$ cat src/rtl/i2s_pkg.sv
// Shared types for the I2S receive path: FSM state encoding, default word width, L/R pair layout.
package i2s_pkg;

    localparam int I2S_DATA_W_DFLT = 16;

    typedef enum logic [1:0] {
        IDLE  = 2'd0,
        SYNC  = 2'd1,
        LEFT  = 2'd2,
        RIGHT = 2'd3
    } i2s_rx_state_e;

    // Default-width pair; modules with a different DATA_W declare the same layout locally.
    typedef struct packed {
        logic [I2S_DATA_W_DFLT-1:0] left;
        logic [I2S_DATA_W_DFLT-1:0] right;
    } i2s_pair_t;

endpackage

$ cat src/rtl/i2s_rx_fifo.sv
// First-word-fall-through sync FIFO holding L/R pairs; a push into a full FIFO is accepted only with a same-cycle pop.
// Optional occupancy output when I2S_RX_LEVEL_EN is defined.
module i2s_rx_fifo #(
    parameter int WIDTH = 32,
    parameter int DEPTH = 4
) (
    input  logic             clk,
    input  logic             rst,
    input  logic             flush,
    input  logic             push,
    input  logic             pop,
    input  logic [WIDTH-1:0] wdata,
    output logic [WIDTH-1:0] rdata,
    output logic             full,
    output logic             empty
`ifdef I2S_RX_LEVEL_EN
    ,
    output logic [$clog2(DEPTH+1)-1:0] level
`endif
);

    localparam int AW = $clog2(DEPTH);
    localparam int CW = $clog2(DEPTH + 1);

    logic [WIDTH-1:0] mem [DEPTH];
    logic [AW-1:0]    wr_ptr;
    logic [AW-1:0]    rd_ptr;
    logic [CW-1:0]    count;
    logic             do_push;
    logic             do_pop;

    assign empty   = (count == '0);
    assign full    = (count == CW'(DEPTH));
    assign do_pop  = pop && !empty;
    assign do_push = push && (!full || do_pop);
    assign rdata   = mem[rd_ptr];

`ifdef I2S_RX_LEVEL_EN
    assign level = count;
`endif

    always_ff @(posedge clk) begin
        if (rst || flush) begin
            wr_ptr <= '0;
            rd_ptr <= '0;
            count  <= '0;
        end else begin
            if (do_push) begin
                wr_ptr <= wr_ptr + AW'(1);
            end
            if (do_pop) begin
                rd_ptr <= rd_ptr + AW'(1);
            end
            count <= count + CW'(do_push) - CW'(do_pop);
        end
    end

    always_ff @(posedge clk) begin
        if (do_push && !flush && !rst) begin
            mem[wr_ptr] <= wdata;
        end
    end

endmodule

$ cat src/rtl/i2s_rx_deser.sv
// I2S (Philips) slave receiver: pad synchronisers, SCK edge detect, L/R deserialiser FSM, pair FIFO, sticky overrun.
// Defining I2S_RX_LEVEL_EN adds the fifo_level_o occupancy port.
//
//  state | meaning
//  IDLE  | receiver disabled, FIFO flushed
//  SYNC  | enabled, waiting for first WS 1->0 change edge
//  LEFT  | shifting left-channel word
//  RIGHT | shifting right-channel word; 1->0 change edge pushes the pair
module i2s_rx_deser
    import i2s_pkg::*;
#(
    parameter int DATA_W      = I2S_DATA_W_DFLT,
    parameter int FIFO_DEPTH  = 4,
    parameter int SYNC_STAGES = 2
) (
    input  logic              clk,
    input  logic              rst,
    input  logic              en_i,
    input  logic              i2s_sck_i,
    input  logic              i2s_ws_i,
    input  logic              i2s_sd_i,
    output logic              sample_valid_o,
    input  logic              sample_ready_i,
    output logic [DATA_W-1:0] sample_left_o,
    output logic [DATA_W-1:0] sample_right_o,
    output logic              overrun_o,
    input  logic              clr_overrun_i
`ifdef I2S_RX_LEVEL_EN
    ,
    output logic [$clog2(FIFO_DEPTH+1)-1:0] fifo_level_o
`endif
);

    localparam int CNT_W = $clog2(DATA_W + 1);

    typedef struct packed {
        logic [DATA_W-1:0] left;
        logic [DATA_W-1:0] right;
    } pair_t;

    logic [SYNC_STAGES-1:0] sck_sync, ws_sync, sd_sync;
    logic                   sck_s, ws_s, sd_s;
    logic                   sck_prev, ws_prev;
    logic                   sck_rise, change;

    i2s_rx_state_e     state;
    logic [CNT_W-1:0]  bit_cnt;
    logic [DATA_W-1:0] word, word_nxt, left_word;
    logic              push_q;
    pair_t             push_pair, head;
    logic              fifo_full, fifo_empty, fifo_pop;

    always_ff @(posedge clk) begin
        if (rst) begin
            sck_sync <= '0;
            ws_sync  <= '0;
            sd_sync  <= '0;
        end else begin
            sck_sync <= {sck_sync[SYNC_STAGES-2:0], i2s_sck_i};
            ws_sync  <= {ws_sync[SYNC_STAGES-2:0], i2s_ws_i};
            sd_sync  <= {sd_sync[SYNC_STAGES-2:0], i2s_sd_i};
        end
    end

    assign sck_s    = sck_sync[SYNC_STAGES-1];
    assign ws_s     = ws_sync[SYNC_STAGES-1];
    assign sd_s     = sd_sync[SYNC_STAGES-1];
    assign sck_rise = sck_s && !sck_prev;
    assign change   = sck_rise && (ws_s != ws_prev);

    // Bits beyond DATA_W are dropped; unused LSBs of short slots stay 0.
    always_comb begin
        word_nxt = word;
        if (bit_cnt < CNT_W'(DATA_W)) begin
            word_nxt = word | (DATA_W'(sd_s) << (CNT_W'(DATA_W - 1) - bit_cnt));
        end
    end

    always_ff @(posedge clk) begin
        if (rst) begin
            state     <= IDLE;
            sck_prev  <= 1'b0;
            ws_prev   <= 1'b0;
            bit_cnt   <= '0;
            word      <= '0;
            left_word <= '0;
            push_q    <= 1'b0;
            push_pair <= '0;
        end else begin
            sck_prev <= sck_s;
            push_q   <= 1'b0;
            if (sck_rise) begin
                ws_prev <= ws_s;
            end
            if (!en_i) begin
                state   <= IDLE;
                bit_cnt <= '0;
                word    <= '0;
            end else begin
                case (state)
                    IDLE: begin
                        state   <= SYNC;
                        bit_cnt <= '0;
                        word    <= '0;
                    end
                    SYNC: begin
                        if (change && !ws_s) begin
                            state   <= LEFT;
                            bit_cnt <= '0;
                            word    <= '0;
                        end
                    end
                    LEFT, RIGHT: begin
                        if (change) begin
                            // Change edge carries the LSB of the word that is ending.
                            if (state == LEFT) begin
                                left_word <= word_nxt;
                                state     <= RIGHT;
                            end else begin
                                push_q    <= 1'b1;
                                push_pair <= '{left: left_word, right: word_nxt};
                                state     <= LEFT;
                            end
                            bit_cnt <= '0;
                            word    <= '0;
                        end else if (sck_rise) begin
                            word <= word_nxt;
                            if (bit_cnt < CNT_W'(DATA_W)) begin
                                bit_cnt <= bit_cnt + CNT_W'(1);
                            end
                        end
                    end
                    default: state <= IDLE;
                endcase
            end
        end
    end

    assign fifo_pop = sample_ready_i && !fifo_empty;

    i2s_rx_fifo #(
        .WIDTH(2 * DATA_W),
        .DEPTH(FIFO_DEPTH)
    ) u_fifo (
        .clk  (clk),
        .rst  (rst),
        .flush(!en_i),
        .push (push_q),
        .pop  (fifo_pop),
        .wdata(push_pair),
        .rdata(head),
        .full (fifo_full),
        .empty(fifo_empty)
`ifdef I2S_RX_LEVEL_EN
        ,
        .level(fifo_level_o)
`endif
    );

    assign sample_valid_o = !fifo_empty;
    assign sample_left_o  = fifo_empty ? '0 : head.left;
    assign sample_right_o = fifo_empty ? '0 : head.right;

    // Setting wins over a same-cycle clear so a drop is never lost.
    always_ff @(posedge clk) begin
        if (rst) begin
            overrun_o <= 1'b0;
        end else if (push_q && en_i && fifo_full && !fifo_pop) begin
            overrun_o <= 1'b1;
        end else if (clr_overrun_i) begin
            overrun_o <= 1'b0;
        end
    end

endmodule

$ cat config.mk
export PLATFORM = sky130hd
export DESIGN_NAME = i2s_rx_deser
export DESIGN_NICKNAME = d
export VERILOG_FILES = /design/src/rtl/i2s_pkg.sv /design/src/rtl/i2s_rx_fifo.sv /design/src/rtl/i2s_rx_deser.sv
export SDC_FILE = /design/constraint.sdc
export NUM_CORES = 1
export LEC_CHECK = 0
export CORE_MARGIN = 1.5
export CORE_UTILIZATION = 30
export DETAILED_ROUTE_END_ITERATION = 12
export PLACE_DENSITY_LB_ADDON = 0.15
export SLEW_MARGIN = 15
export SYNTH_ARGS = -nofsm -noshare
export SYNTH_HDL_FRONTEND = slang
export SYNTH_SLANG_ARGS = --single-unit
$ cat constraint.sdc
create_clock -name clk -period 2.95 [get_ports clk]
set_input_delay 0.4425 -clock clk [delete_from_list [all_inputs] [get_ports clk]]
set_output_delay 0.4425 -clock clk [all_outputs]
set_load 0.02 [all_outputs]
==> impl_metrics.sql <==
INSERT INTO impl_metrics (metric_group, metric, value, unit) VALUES
('drt', 'ratio_of_routed_vias_to_standard_cells', '4.66', ''),
('yosys', 'yosysWarningCount', '0', ''),
('timing', 'finalHoldViolations', '0', ''),
('grt', 'globalRouteMet2Util', '21.7', '%'),
('timing', 'grt_setup_unrepaired', 'false', ''),
('grt', 'via_count_of_the_first_global_routing_pass', '5156', ''),
('yosys', 'netlist_area', '8520', 'um^2'),
('power_and_ir_drop', 'ir_worst_vdd', '325', 'uV'),
('drt', 'dr_total_vias', '4969', ''),
('clocking', 'cts_max_path_buffers', '3', ''),
('timing', 'timing_worst_slew_pin_value', '637', 'ps'),
('clocking', 'post_cts_hold_buffer_count', '0', ''),
('timing', 'slew_headroom', '57.5', '%'),
('floorplanning', 'std_cell_rows', '61', ''),
('clocking', 'cts_buf_count', '24', ''),
('layout', 'syn_to_final_growth', '19.4', '%'),
('clocking', 'number_of_clock_sinks', '218', ''),
('grt', 'track_usage', '12.0', '%'),
('clocking', 'h-tree-depth', '1', ''),
('clocking', 'insertion_delay', '500', 'ps'),
('critical_path', 'path_cells', 'clkbuf_16, mux4_2, and2_1, clkdlybuf4s50_1', ''),
('critical_path', 'highest_delay_cell_along_the_critical_path', 'clkdlybuf4s50_1', ''),
('floorplanning', 'dieHeight', '172', 'um'),
('critical_path', 'critical-path-max-stage-delay', '530', 'ps'),
('hold_path', 'hold_path.class', 'in -> reg', ''),
('power_and_ir_drop', 'totalPowerFinal', '0.00601', 'W'),
('yosys', 'synth_area_per_cell', '13.6', 'um^2'),
('clocking', 'cts_tree', 'done', ''),
('drt', 'routedWlPerCell', '16.4', 'um'),
('run', 'timing.max_cap.violations', '0', ''),
('yosys', 'ys_dominant_reg_cell', 'edfxtp_1', ''),
('yosys', 'netlist_instances', '625', ''),
('yosys', 'yosysSeqAreaShare', '66.3', '%'),
('grt', 'grt_antenna_before_repair', '0', ''),
('grt', 'grt_start_max_net_pins', '48', ''),
('drt', 'routed_wl', '17.5', 'mm'),
('status', 'outcome', 'complete, no violations', ''),
('layout', 'fin_util', '36.5', '%'),
('timing', 'slew_viols_final', '0', ''),
('drt', 'drtIter0Drc', '185', ''),
('clocking', 'path_clk_slew', '60', 'ps'),
('timing', 'fin_tns_setup', '0', 'ps'),
('grt', 'global_route.overflow_total', '0', ''),
('layout', 'share_of_post_route_cells_with_drive_strength_above_1', '14.8', '%'),
('grt', 'top_usage_layer', 'met2', ''),
('floorplanning', 'die_w', '172', 'um'),
('floorplanning', 'initial_core_util', '30.6', '%'),
('timing', 'min_period_over_period', '95.4', '%'),
('critical_path', 'setup.reg_to_reg.worst_slack', '650', 'ps'),
('timing', 'achievable-frequency', '355', 'MHz'),
('clocking', 'cts-root-buf', 'clkbuf_16', ''),
('critical_path', 'critical_path_peak_fanout', '9', ''),
('layout', 'num_antenna_cells', '0', ''),
('timing', 'layout_min_cycle_time', '2810', 'ps'),
('timing', 'clock_skew', '10.5', 'ps'),
('layout', 'final_nets', '686', ''),
('yosys', 'synth_nets', '641', ''),
('critical_path', 'cp_data_arrival_time', '2370', 'ps'),
('critical_path', 'startpoint_to_endpoint_class_of_the_critical_path', 'reg -> out', ''),
('grt', 'grt.met3_usage', '1.93', '%'),
('grt', 'grt_util_met1', '14.6', '%'),
('yosys', 'distinct_cell_type_count_of_the_synthesized_netlist', '50', ''),
('placed_design', 'placement_setup_slack', '203', 'ps'),
('floorplanning', 'die_area', '29400', 'um^2'),
('yosys', 'synth_edf_count', '128', ''),
('timing', 'layout_setup_ws', '135', 'ps'),
('timing', 'setup_violations', '0', ''),
('floorplanning', 'ios', '42', ''),
('placed_design', 'numPortBuffers', '41', ''),
('yosys', 'postSynthRegisterBits', '218', ''),
('critical_path', 'startpoint_type', 'flop', ''),
('drt', 'final_antenna_net_count', '0', ''),
('drt', 'detailedRoute.firstPassIterationCount', '4', ''),
('grt', 'global_route_wire_length_before_repair', '27.6', 'mm'),
('critical_path', 'critical_path.endpoint_type', 'output pin', ''),
('critical_path', 'required_time_of_the_critical_path', '2510', 'ps'),
('drt', 'drt_drc_violations_left', '0', ''),
('floorplanning', 'fp.coreArea', '27900', 'um^2'),
('yosys', 'synthArstFlopShare', '0', '%'),
('placed_design', 'detailed_place_hpwl', '10.5', 'mm'),
('placed_design', 'gpl.final_weighted_congestion', '0.772', ''),
('power_and_ir_drop', 'cellPowerDensity', '591', 'nW/um^2'),
('power_and_ir_drop', 'p_leak', '3.18', 'nW'),
('layout', 'layout.filler_cells', '2697', '');
## final cells by class
cell class              count  area (um^2)  share of cell area, %
well taps                 378          473                   4.65
clock inverters            11         57.6                  0.566
clock buffers              33          683                   6.72
inverters                   9         33.8                  0.332
repair buffers             61          636                   6.25
multi-input cells         356         2640                   26.0
flip-flops and latches    218         5650                   55.5
## cells in the mapped netlist, types with 2 or more instances
cell type,number,area [um^2]
edfxtp_1,128,3840
dfxtp_1,90,1800
nor2_1,61,229
and2_1,41,257
nand2_1,41,154
nor3_1,36,180
mux4_2,32,721
a21oi_1,27,135
clkbuf_1,22,82.6
a211oi_1,16,120
o21a_1,16,120
nor2b_1,12,75.1
buf_2,11,55.1
inv_1,9,33.8
ha_1,7,87.6
a21boi_0,6,45.0
a21o_1,6,45.0
nand3_1,6,30.0
nand2b_1,5,31.3
o21bai_1,4,30.0
xnor2_1,4,35.0
buf_1,3,11.3
buf_6,3,33.8
clkbuf_2,3,15.0
nand3b_1,3,22.5
or3_1,3,18.8
a31oi_1,2,12.5
mux2i_1,2,20.0
nand4bb_1,2,22.5
nor3_2,2,20.0
o21ai_1,2,10.0
o22ai_1,2,12.5
## worst max-delay path: cells and delay by family (launching register included)
kind          cells  cell delay [ps]
flops             1              450
buf+inv           2              750
mux               1              500
simple gates      1              170
## final timing paths
kind                                       from                end  depth (start not counted)
worst max-delay path                       flop  sample_right_o[1]                          4
worst min-delay path                        rst             push_q                          2
worst max register to register  u_fifo.count[2]    u_fifo.count[2]                          9
worst min register to register       ws_sync[0]         ws_sync[1]                          1
## registers in the layout, indices dropped and copies added (netlist names), named ones only
register / count
bit_cnt: 5
left_word: 16
overrun_o: 1
push_pair: 32
push_q: 1
sck_prev: 1
sck_sync: 2
sd_sync: 2
state: 2
u_fifo.count: 3
u_fifo.mem: 128
u_fifo.rd_ptr: 2
u_fifo.wr_ptr: 2
word: 16
ws_prev: 1
ws_sync: 2
## routing by layer
layer / share of wire, % / vias to the layer above / wire length, um
li1: - / 2376 / -
met1: 43 / 2487 / 7490
met4: 2.7 / 0 / 464
met2: 51 / 78 / 8840
met5: 0 / - / 0
met3: 3.7 / 28 / 649
## power by group
part | switching (W) | internal (W) | leakage [nW]
registers | 0.00000606 | 0.00319 | 1.76
clock network | 0.00114 | 0.00162 | 0.365
logic | 0.0000338 | 0.0000209 | 1.06
## cells in the final DEF (no fill, tap or decap), types with 3 or more instances in the layout
| cell | n |
|---|---|
| a21o_1 | 6 |
| clkdlybuf4s50_1 | 40 |
| nor2_1 | 61 |
| mux4_2 | 32 |
| a211oi_1 | 16 |
| nand3b_1 | 3 |
| nand2_1 | 41 |
| clkbuf_1 | 4 |
| clkinv_2 | 5 |
| clkbuf_16 | 26 |
| xnor2_1 | 4 |
| dfxtp_1 | 89 |
| nand3_1 | 6 |
| ha_1 | 7 |
| o21a_1 | 16 |
| a21boi_0 | 6 |
| and2_1 | 41 |
| nor2b_1 | 12 |
| clkinv_1 | 3 |
| buf_4 | 14 |
| inv_1 | 9 |
| o21bai_1 | 4 |
| edfxtp_1 | 128 |
| or3_1 | 3 |
| buf_12 | 5 |
| nand2b_1 | 5 |
| a21oi_1 | 27 |
| nor3_1 | 36 |
## logic make-up (layout without fill, tap and decap cells)
logic type | Yosys count | count (layout) | synth area share, %
AOI/OAI and AO/OA | 86 | 86 | 6.74
muxes | 35 | 35 | 8.83
and+or+nand+nor | 221 | 221 | 13.5
buffers and inverters | 51 | 114 | 2.72
DFF | 218 | 218 | 66.3
xor gates and xnor gates | 6 | 6 | 0.705
adders and majority gates | 8 | 8 | 1.26
## what timing repair did
action                                  4_1_cts  5_1_grt
gates resized for setup                       1        0
setup buffers                                 0        4
gates cloned                                  0        1
endpoints found under the setup margin       19       19
## metrics by stage
step / std cells / hold WS, ps / instance area [um^2]
floorplan: 625 / 414 / 8520
global placement: 1017 / 420 / 9380
detailed placement: 1017 / 434 / 9380
CTS: 1061 / 282 / 10100
global route: 1066 / 307 / 10200
finish: 1066 / 288 / 10200
(Power assumes the default switching activity.)
